File: config.mk
export PLATFORM = sky130hd
export DESIGN_NAME = vga_sprite_compositor
export DESIGN_NICKNAME = d
export VERILOG_FILES = /design/src/rtl/vga_sprite_compositor.sv
export SDC_FILE = /design/constraint.sdc
export NUM_CORES = 2
export LEC_CHECK = 0
export BUFFER_PORTS_ARGS = -buffer_cell sky130_fd_sc_hd__buf_4
export CAP_MARGIN = 0
export CORE_UTILIZATION = 59
export CTS_CLUSTER_DIAMETER = 50
export DETAILED_ROUTE_END_ITERATION = 10
export HOLD_SLACK_MARGIN = 0.03
export MAX_ROUTING_LAYER = met4
export PLACE_DENSITY = 0.83
export SETUP_SLACK_MARGIN = 0.02
export SKIP_LAST_GASP = 1
export SYNTH_ARGS = -nofsm -noshare
export SYNTH_HDL_FRONTEND = slang
export SYNTH_SLANG_ARGS = --single-unit
File: constraint.sdc
create_clock -name clk -period 16.4 [get_ports clk]
set_input_delay 0 -clock clk [delete_from_list [all_inputs] [get_ports clk]]
set_output_delay 0 -clock clk [all_outputs]
set_load 0.01 [all_outputs]
File: src/rtl/vga_sprite_compositor.sv
// Pixel compositor for the Dino Run VGA path: prioritised colour-keyed sprites,
// a BCD score readout from a font ROM, and frame-synchronous position commits.
module vga_sprite_compositor #(
  parameter int NUM_SPRITES = 8,
  parameter int SPRITE_W    = 32,
  parameter int SPRITE_H    = 32,
  parameter int ROM_LATENCY = 1,
  parameter int NUM_DIGITS  = 3,
  parameter int DIGIT_W     = 5,
  parameter int DIGIT_H     = 7
) (
  input  logic                      clk,
  input  logic                      reset,
  input  logic                      chipselect,
  input  logic                      write,
  input  logic [8:0]                address,
  input  logic [31:0]               writedata,
  input  logic [10:0]               hcount,
  input  logic [9:0]                vcount,
  input  logic                      blank_n,
  input  logic                      frame_start,
  output logic [NUM_SPRITES*10-1:0] spr_addr,
  input  logic [NUM_SPRITES*16-1:0] spr_data,
  output logic [9:0]                font_addr,
  input  logic                      font_data,
  output logic [4*NUM_DIGITS-1:0]   score_bcd,
  output logic [7:0]                vga_r,
  output logic [7:0]                vga_g,
  output logic [7:0]                vga_b
);

  localparam logic [8:0] ADDR_EN     = 9'd64;
  localparam logic [8:0] ADDR_SCORE  = 9'd65;
  localparam logic [8:0] ADDR_BG     = 9'd66;
  localparam logic [8:0] ADDR_KEY    = 9'd67;
  localparam logic [8:0] ADDR_SCOREX = 9'd68;
  localparam logic [8:0] ADDR_SCOREY = 9'd69;
  localparam logic [4*NUM_DIGITS-1:0] ALL_NINES = {NUM_DIGITS{4'd9}};

  logic                    wrEn;
  logic [9:0]              shadowX_q [NUM_SPRITES];
  logic [9:0]              shadowY_q [NUM_SPRITES];
  logic [9:0]              activeX_q [NUM_SPRITES];
  logic [9:0]              activeY_q [NUM_SPRITES];
  logic [NUM_SPRITES-1:0]  shadowEn_q, activeEn_q;
  logic [15:0]             bg_q, key_q;
  logic [9:0]              scoreX_q, scoreY_q;
  logic [4*NUM_DIGITS-1:0] score_q, score_d, scoreBcd_q;
  logic                    carry;
  logic                    unusedBits;

  assign wrEn       = chipselect && write;
  assign unusedBits = ^{writedata[31:16], hcount[0]};

  // Shadow positions take writes at any time; the visible set only moves on frame_start.
  always_ff @(posedge clk or posedge reset) begin
    if (reset) begin
      for (int k = 0; k < NUM_SPRITES; k++) begin
        shadowX_q[k] <= '0;
        shadowY_q[k] <= '0;
        activeX_q[k] <= '0;
        activeY_q[k] <= '0;
      end
      shadowEn_q <= '0;
      activeEn_q <= '0;
      bg_q       <= 16'hFFFF;
      key_q      <= 16'hF81F;
      scoreX_q   <= 10'd8;
      scoreY_q   <= 10'd8;
    end else begin
      if (frame_start) begin
        for (int k = 0; k < NUM_SPRITES; k++) begin
          activeX_q[k] <= shadowX_q[k];
          activeY_q[k] <= shadowY_q[k];
        end
        activeEn_q <= shadowEn_q;
      end
      if (wrEn) begin
        for (int k = 0; k < NUM_SPRITES; k++) begin
          if (address == 9'(2*k))   shadowX_q[k] <= writedata[9:0];
          if (address == 9'(2*k+1)) shadowY_q[k] <= writedata[9:0];
        end
        case (address)
          ADDR_EN:     shadowEn_q <= writedata[NUM_SPRITES-1:0];
          ADDR_BG:     bg_q       <= writedata[15:0];
          ADDR_KEY:    key_q      <= writedata[15:0];
          ADDR_SCOREX: scoreX_q   <= writedata[9:0];
          ADDR_SCOREY: scoreY_q   <= writedata[9:0];
          default:     ;
        endcase
      end
    end
  end

  // Saturating BCD increment; clear takes precedence over +1.
  always_comb begin
    score_d = score_q;
    carry   = 1'b1;
    if (wrEn && address == ADDR_SCORE) begin
      if (writedata[1]) begin
        score_d = '0;
      end else if (writedata[0] && score_q != ALL_NINES) begin
        for (int d = 0; d < NUM_DIGITS; d++) begin
          if (carry) begin
            if (score_q[4*d +: 4] == 4'd9) begin
              score_d[4*d +: 4] = 4'd0;
            end else begin
              score_d[4*d +: 4] = score_q[4*d +: 4] + 4'd1;
              carry = 1'b0;
            end
          end
        end
      end
    end
  end

  always_ff @(posedge clk or posedge reset) begin
    if (reset) begin
      score_q    <= '0;
      scoreBcd_q <= '0;
    end else begin
      score_q <= score_d;
      if (frame_start) scoreBcd_q <= score_q;
    end
  end

  assign score_bcd = scoreBcd_q;

  logic [10:0]              pixX, pixY, sprLeft, sprTop, digLeft, digTop;
  logic [NUM_SPRITES-1:0]   hit_d;
  logic [NUM_SPRITES*10-1:0] sprAddr_d;
  logic                     digitHit_d;
  logic [9:0]               fontAddr_d;
  logic [3:0]               glyph;

  assign pixX = {1'b0, hcount[10:1]};
  assign pixY = {1'b0, vcount};

  // 11-bit compares so sprites hanging off the right/bottom edge clip instead of wrapping.
  always_comb begin
    hit_d     = '0;
    sprAddr_d = '0;
    sprLeft   = '0;
    sprTop    = '0;
    for (int k = 0; k < NUM_SPRITES; k++) begin
      sprLeft = {1'b0, activeX_q[k]};
      sprTop  = {1'b0, activeY_q[k]};
      if (activeEn_q[k] && pixX >= sprLeft && pixX < sprLeft + 11'(SPRITE_W) &&
          pixY >= sprTop && pixY < sprTop + 11'(SPRITE_H)) begin
        hit_d[k] = 1'b1;
        sprAddr_d[10*k +: 10] = 10'((pixY - sprTop) * 11'(SPRITE_W) + (pixX - sprLeft));
      end
    end
  end

  always_comb begin
    digitHit_d = 1'b0;
    fontAddr_d = '0;
    digLeft    = '0;
    digTop     = {1'b0, scoreY_q};
    glyph      = '0;
    for (int p = 0; p < NUM_DIGITS; p++) begin
      digLeft = {1'b0, scoreX_q} + 11'(p * (DIGIT_W + 1));
      glyph   = scoreBcd_q[4*(NUM_DIGITS-1-p) +: 4];
      if (pixX >= digLeft && pixX < digLeft + 11'(DIGIT_W) &&
          pixY >= digTop && pixY < digTop + 11'(DIGIT_H)) begin
        digitHit_d = 1'b1;
        fontAddr_d = 10'(glyph) * 10'(DIGIT_W * DIGIT_H) +
                     10'((pixY - digTop) * 11'(DIGIT_W)) + 10'(pixX - digLeft);
      end
    end
  end

  logic [NUM_SPRITES*10-1:0] sprAddr_q;
  logic [9:0]                fontAddr_q;
  logic [NUM_SPRITES-1:0]    hitPipe_q [ROM_LATENCY];
  logic [ROM_LATENCY-1:0]    digitPipe_q, blankPipe_q;

  // The address register is the first of the ROM_LATENCY cycles, so flags ride alongside it.
  always_ff @(posedge clk or posedge reset) begin
    if (reset) begin
      sprAddr_q   <= '0;
      fontAddr_q  <= '0;
      digitPipe_q <= '0;
      blankPipe_q <= '0;
      for (int i = 0; i < ROM_LATENCY; i++) hitPipe_q[i] <= '0;
    end else begin
      sprAddr_q      <= sprAddr_d;
      fontAddr_q     <= fontAddr_d;
      hitPipe_q[0]   <= hit_d;
      digitPipe_q[0] <= digitHit_d;
      blankPipe_q[0] <= blank_n;
      for (int i = 1; i < ROM_LATENCY; i++) begin
        hitPipe_q[i]   <= hitPipe_q[i-1];
        digitPipe_q[i] <= digitPipe_q[i-1];
        blankPipe_q[i] <= blankPipe_q[i-1];
      end
    end
  end

  assign spr_addr  = sprAddr_q;
  assign font_addr = fontAddr_q;

  logic [15:0] pixel;
  logic [23:0] rgb_d, rgb_q;

  // Walk from lowest priority upward so sprite 0 wins; glyph ink and blanking override all.
  always_comb begin
    pixel = bg_q;
    for (int k = NUM_SPRITES - 1; k >= 0; k--) begin
      if (hitPipe_q[ROM_LATENCY-1][k] && spr_data[16*k +: 16] != key_q)
        pixel = spr_data[16*k +: 16];
    end
    rgb_d = {pixel[15:11], 3'b000, pixel[10:5], 2'b00, pixel[4:0], 3'b000};
    if (digitPipe_q[ROM_LATENCY-1] && font_data) rgb_d = '0;
    if (!blankPipe_q[ROM_LATENCY-1]) rgb_d = '0;
  end

  always_ff @(posedge clk or posedge reset) begin
    if (reset) rgb_q <= '0;
    else       rgb_q <= rgb_d;
  end

  assign vga_r = rgb_q[23:16];
  assign vga_g = rgb_q[15:8];
  assign vga_b = rgb_q[7:0];

endmodule

# After elaboration in Yosys (flattened, before gate mapping)
# Cells that the tools add are included.
# word_totals
register_bits,536
input_bits,197
output_inout_bits,126
word_cells,313
# op_classes
add_sub_neg,59
n_mul,4
n_lt_le_gt_ge,40
eq_ne,33
n_mux,48
n_reduce_logical,81
# ops
operator,count
10-bit by 11-bit less-than comparator with 1-bit output,20
10-bit >= comparator,18
"10-bit by 6-bit adder with 11-bit output, second input constant",16
10-bit adder,14
16-bit 2-to-1 mux,8
16-bit != test,8
10-bit 2-to-1 mux,11
10-bit subtractor,11
"9-bit by 4-bit == test with 1-bit output, second input constant",8
"9-bit by 7-bit == test with 1-bit output, second input constant",6
1-bit logical AND,53
24-bit 2-to-1 mux,2
2-bit AND reduction,22
5-bit subtractor,8
"9-bit by 3-bit == test with 1-bit output, second input constant",4
"10-bit by 3-bit adder with 11-bit output, second input constant",3
"4-bit by 6-bit multiplier with 10-bit output, second input constant",3
12-bit 2-to-1 mux,2
"11-bit by 3-bit adder with 11-bit output, second input constant",2
10-bit by 11-bit >= comparator with 1-bit output,2
1-bit 2-to-1 mux,20
4-bit 2-to-1 mux,5
"9-bit by 2-bit == test with 1-bit output, second input constant",2
"4-bit by 1-bit adder with 4-bit output, second input constant",3
9 further kinds,14

# Longest topological paths before layout
# depth
depth_word,12
depth_mapped,27
ltp_nobuf,27

# Worst setup path after synthesis
# No wires, ideal clock.
# synth_timing
kind,register to register
start,reg scoreX_q[2]
end,"reg fontAddr_q[9], in the netlist font_addr[9]"
setup_time_ps,143
t_arrival_ps,4975
t_required_ps,16257
path_slack_ps,11282
path_stages_with_launch,19
n_path_buf,0
synth_period_minus_slack_ps,5118
cell_sequence,dfrtp_1 > inv_1 > ha_1 > xor2_1 > fa_1 > inv_1 > fa_1 > fa_1 > inv_1 > fa_1 > ha_1 > a21o_1 > a21oi_1 > nor2b_1 > o21a_1 > o41ai_1 > xnor3_1 > a22oi_1 > mux2i_1
# synth_between
elab_chain_len,8
elab_cells_between_ends,29
cone_classes,add/sub (11); order compare (6); mux (3); reduce/logical (9)
# synth_lines
element,line_no,text
"start, declared",47,"logic [9:0] scoreX_q, scoreY_q;"
"start signal, assigned",87,ADDR_SCOREX: scoreX_q <= writedata[9:0];
"10-bit by 3-bit adder with 11-bit output, on equally long branches","163, 165",
11-bit by 3-bit adder with 11-bit output or 10-bit by 11-bit less-than comparator with 1-bit output (tied branches),165,if (pixX >= digLeft && pixX < digLeft + 11'(DIGIT_W) &&
10-bit by 11-bit less-than comparator with 1-bit output or 1-bit logical AND (tied branches),165,
1-bit logical AND,165,
"1-bit logical AND, on equally long branches","165, 166",
1-bit logical AND or 10-bit 2-to-1 mux (tied branches),"166, 165",
10-bit 2-to-1 mux,165,
10-bit 2-to-1 mux (*),165,
named net fontAddr_d[9],133,logic [9:0] fontAddr_d;
"end signal, assigned",189,fontAddr_q <= fontAddr_d;
"end, declared",175,logic [9:0] fontAddr_q;
# Mark *: on every way through the listed nets, which the timed path passes. The rest lies on a longest branch.
# A chain may end at the register's enable or synchronous reset.

# Final worst setup path
# layout_timing
start,reg scoreX_q[1]
end,"reg fontAddr_q[9], in the netlist font_addr[9]"
# Same word-level chain as after synthesis.

==> out/results.txt <==
Met3 Use GR - 4.27%
Drt pass-1 iters - 7
Initial core utilization - 59.6%
Clk buf depth - 3
Die Ht - 260 um
RSZ-0062 raised after global routing - no
Post-CTS sizing - 0
Max cap viols - 0
Root Buffer - clkbuf_16
Skew final - 0.0240 ns
Slew Viols, Final - 0
Via count - 30600
Global Route Usage Sum - 34.0%
Core Region - 65700 um2
Gpl congestion - 0.955
Area Growth Syn to Fin - 15.4%
GR Layer Usage met2 - 54.2%
Die width - 260 um
Asr flop ratio synth - 100%
First-pass GRT wire length - 171 mm
Leakage dissipation - 21.6 nW
Post-Syn Area per Cell - 10.1 um2
Worst-skew pair later-pin latency - 0.63 ns
M1 GR Usage - 43.0%
Hold Path Origin - address[0]
Routed len/inst - 21.8 um
Crit path time final - 5.94 ns
Startpoint Class - flip-flop
Worst VDD drop - 71.7 uV
Final Cycle Share - 36.2%
CP Data Required Time - 16.86 ns
Synth warn - 0
Critical Path AT - 6.39 ns
Vias/cell - 6.00
H-tree depth reported by CTS - 3
Critical path type - flip-flop to flip-flop
# Post-CTS Setup Buffers - 0
Max Clock Freq - 168 MHz
Global route hottest layer - met2
DP HPWL - 76.1 mm
Reg2reg start - scoreX_q[1]
CTS buffer count - 68
Die area - 67400 um2
CTS clk-pin slew, worst paths - 0.06 ns
GR Overflow Total - 0
Critical path launch point - scoreX_q[1]
WL final - 111 mm
CTS tree - done
Final hold vios - 0
Yosys cell types - 82
#FFs+latches synth - 528
Most used DFF post-synth - dfrtp_1
EDFF count, synth - 0
Pwr dens - 86.7 nW/um2
Row count - 94
1st-iter DRT viols - 2566
Hold/Removal Path Class - primary input to flip-flop
DRC viols - 0
Post-DRT Antenna Nets - 0
Slew Limit Headroom - 17.0%
Least-Margin Pin Slew - 1.23 ns
Synthesized instance count - 3858
# IOs - 323
Pin count of the biggest net entering global routing - 165
Hold Slack - 0.0552 ns
Vias in the first global route - 30800
FILL cells - 4737
Outcome - completed
Endpoints failing setup - 0
Final #Nets - 5013
Layout cells sized above 1 - 17.7%
Worst Path Max Fanout - 9
Synthesized area - 39200 um2
Sequential-to-total area share from yosys stat - 33.8%
R2r setup slk - 10.46 ns
CP Capture Type - flip-flop
Setup_tns - 0 ns
Initial antenna violation count - 2
Clock sinks - 528
Port buffer count - 297
metrics by stage:
stage | setup slack (ns) | util (%) | instances | cell area [um2] | power [mW]
finish | 10.46 | 68.7 | 5093 | 45200 | 3.91
global route | 10.28 | 68.7 | 5093 | 45200 | 4.07
CTS | 10.56 | 68.7 | 5092 | 45200 | 3.92
detailed placement | 10.60 | 64.0 | 4912 | 42100 | 2.26
global placement | 10.64 | 64.0 | 4912 | 42100 | 2.23
floorplan | 1.69 | - | 3865 | 39200 | 1.99
cell families after synthesis:
logic type	after synthesis	synth area share, %
other	1	0.00958
xor gates and xnor gates	354	8.01
buffers and inverters	588	5.91
AOI/OAI and AO/OA	745	12.0
muxes	295	8.37
DFF	528	33.8
and+or+nand+nor	705	8.58
adders and majority gates	642	23.2
final timing paths:
| path | to | cells past startpoint |
|---|---|---|
| min in group asynchronous | blankPipe_q | 3 |
| worst min register to register | activeY_q[17] | 2 |
| worst max-delay path | font_addr[9] | 18 |
| worst min-delay path | shadowX_q[39] | 3 |
| max in group asynchronous | activeY_q[28] | 5 |
| worst max register to register | font_addr[9] | 18 |
cell usage after synthesis (48+ instances only):
master,instances,area share [%]
dfrtp_1,500,32
nand3_1,68,0.87
mux2_2,255,7.3
xor2_1,80,1.8
a21o_1,64,1.2
nand2_1,282,2.7
ha_1,500,16
nor3_1,81,1.0
xnor2_1,271,6.1
nand4_1,48,0.77
a21oi_1,147,1.9
inv_1,449,4.3
nor2_1,105,1.0
fa_1,142,7.3
o21ai_0,259,3.3
clkbuf_1,97,0.93
worst max-delay path: stages, from the launching register on:
cell	delay, ns
dfrtp_1	0.66
inv_1	0.31
ha_1	0.31
xor2_1	0.43
fa_1	0.51
inv_1	0.09
fa_1	0.47
fa_1	0.58
inv_1	0.06
fa_1	0.45
ha_1	0.35
a21o_1	0.17
a21oi_1	0.22
nor2b_1	0.09
o21a_1	0.19
o41ai_1	0.35
xnor3_1	0.27
a22oi_1	0.14
mux2i_1	0.10
flip-flops by register name, summed over array words and instances (netlist names):
name / flops
score_q: 12
rgb_q: 16
shadowY_q: 80
shadowX_q: 80
hitPipe_q: 8
key_q: 16
shadowEn_q: 8
scoreY_q: 10
score_bcd: 12
activeX_q: 80
blankPipe_q: 1
digitPipe_q: 1
font_addr: 10
activeY_q: 80
spr_addr: 80
scoreX_q: 10
activeEn_q: 8
bg_q: 16
report_power, final:
part / switching [mW] / internal, mW
Clock: 0.638 / 1.02
Sequential: 0.0160 / 1.32
Combinational: 0.533 / 0.385
Total: 1.19 / 2.73
layer usage:
metal	wire length, um	share of wire, %
met5	0	0
met4	5390	4.9
met3	7340	6.6
met2	52600	47
met1	45700	41
cell type report:
| cell class | count | area (um2) | area share (%) |
|---|---|---|---|
| clock buffers | 84 | 1890 | 4.19 |
| flip-flops and latches | 528 | 13200 | 29.3 |
| well taps | 864 | 1080 | 2.39 |
| inverters | 453 | 1720 | 3.81 |
| diodes | 1 | 2.50 | 0.00554 |
| repair buffers | 374 | 2970 | 6.57 |
| multi-input cells | 2749 | 23600 | 52.3 |
| clock inverters | 40 | 626 | 1.38 |
repair_timing:
item	4_1_cts	5_1_grt
hold endpoints to repair	290	0
setup endpoints to repair	0	0
hold buffers	56	0
placed cells by master (no fill, tap or decap), types with 16 or more instances in the layout:
| cell type | instances |
|---|---|
| fa_1 | 142 |
| nor3_1 | 80 |
| nor2b_1 | 24 |
| dfrtp_1 | 500 |
| nand4_1 | 48 |
| clkbuf_16 | 70 |
| dfstp_2 | 28 |
| a21oi_1 | 147 |
| mux2i_1 | 39 |
| a21o_1 | 64 |
| a311oi_1 | 16 |
| o21bai_1 | 28 |
| o21ai_0 | 259 |
| mux2_2 | 255 |
| xor2_1 | 80 |
| o211ai_1 | 36 |
| nand2_1 | 282 |
| nor2_1 | 105 |
| ha_1 | 500 |
| a211o_1 | 20 |
| xnor2_1 | 271 |
| buf_4 | 316 |
| a31oi_1 | 31 |
| nor4_1 | 17 |
| o21a_1 | 29 |
| nand3_1 | 68 |
| dlygate4sd3_1 | 56 |
| inv_1 | 448 |
(Power assumes the default switching activity.)
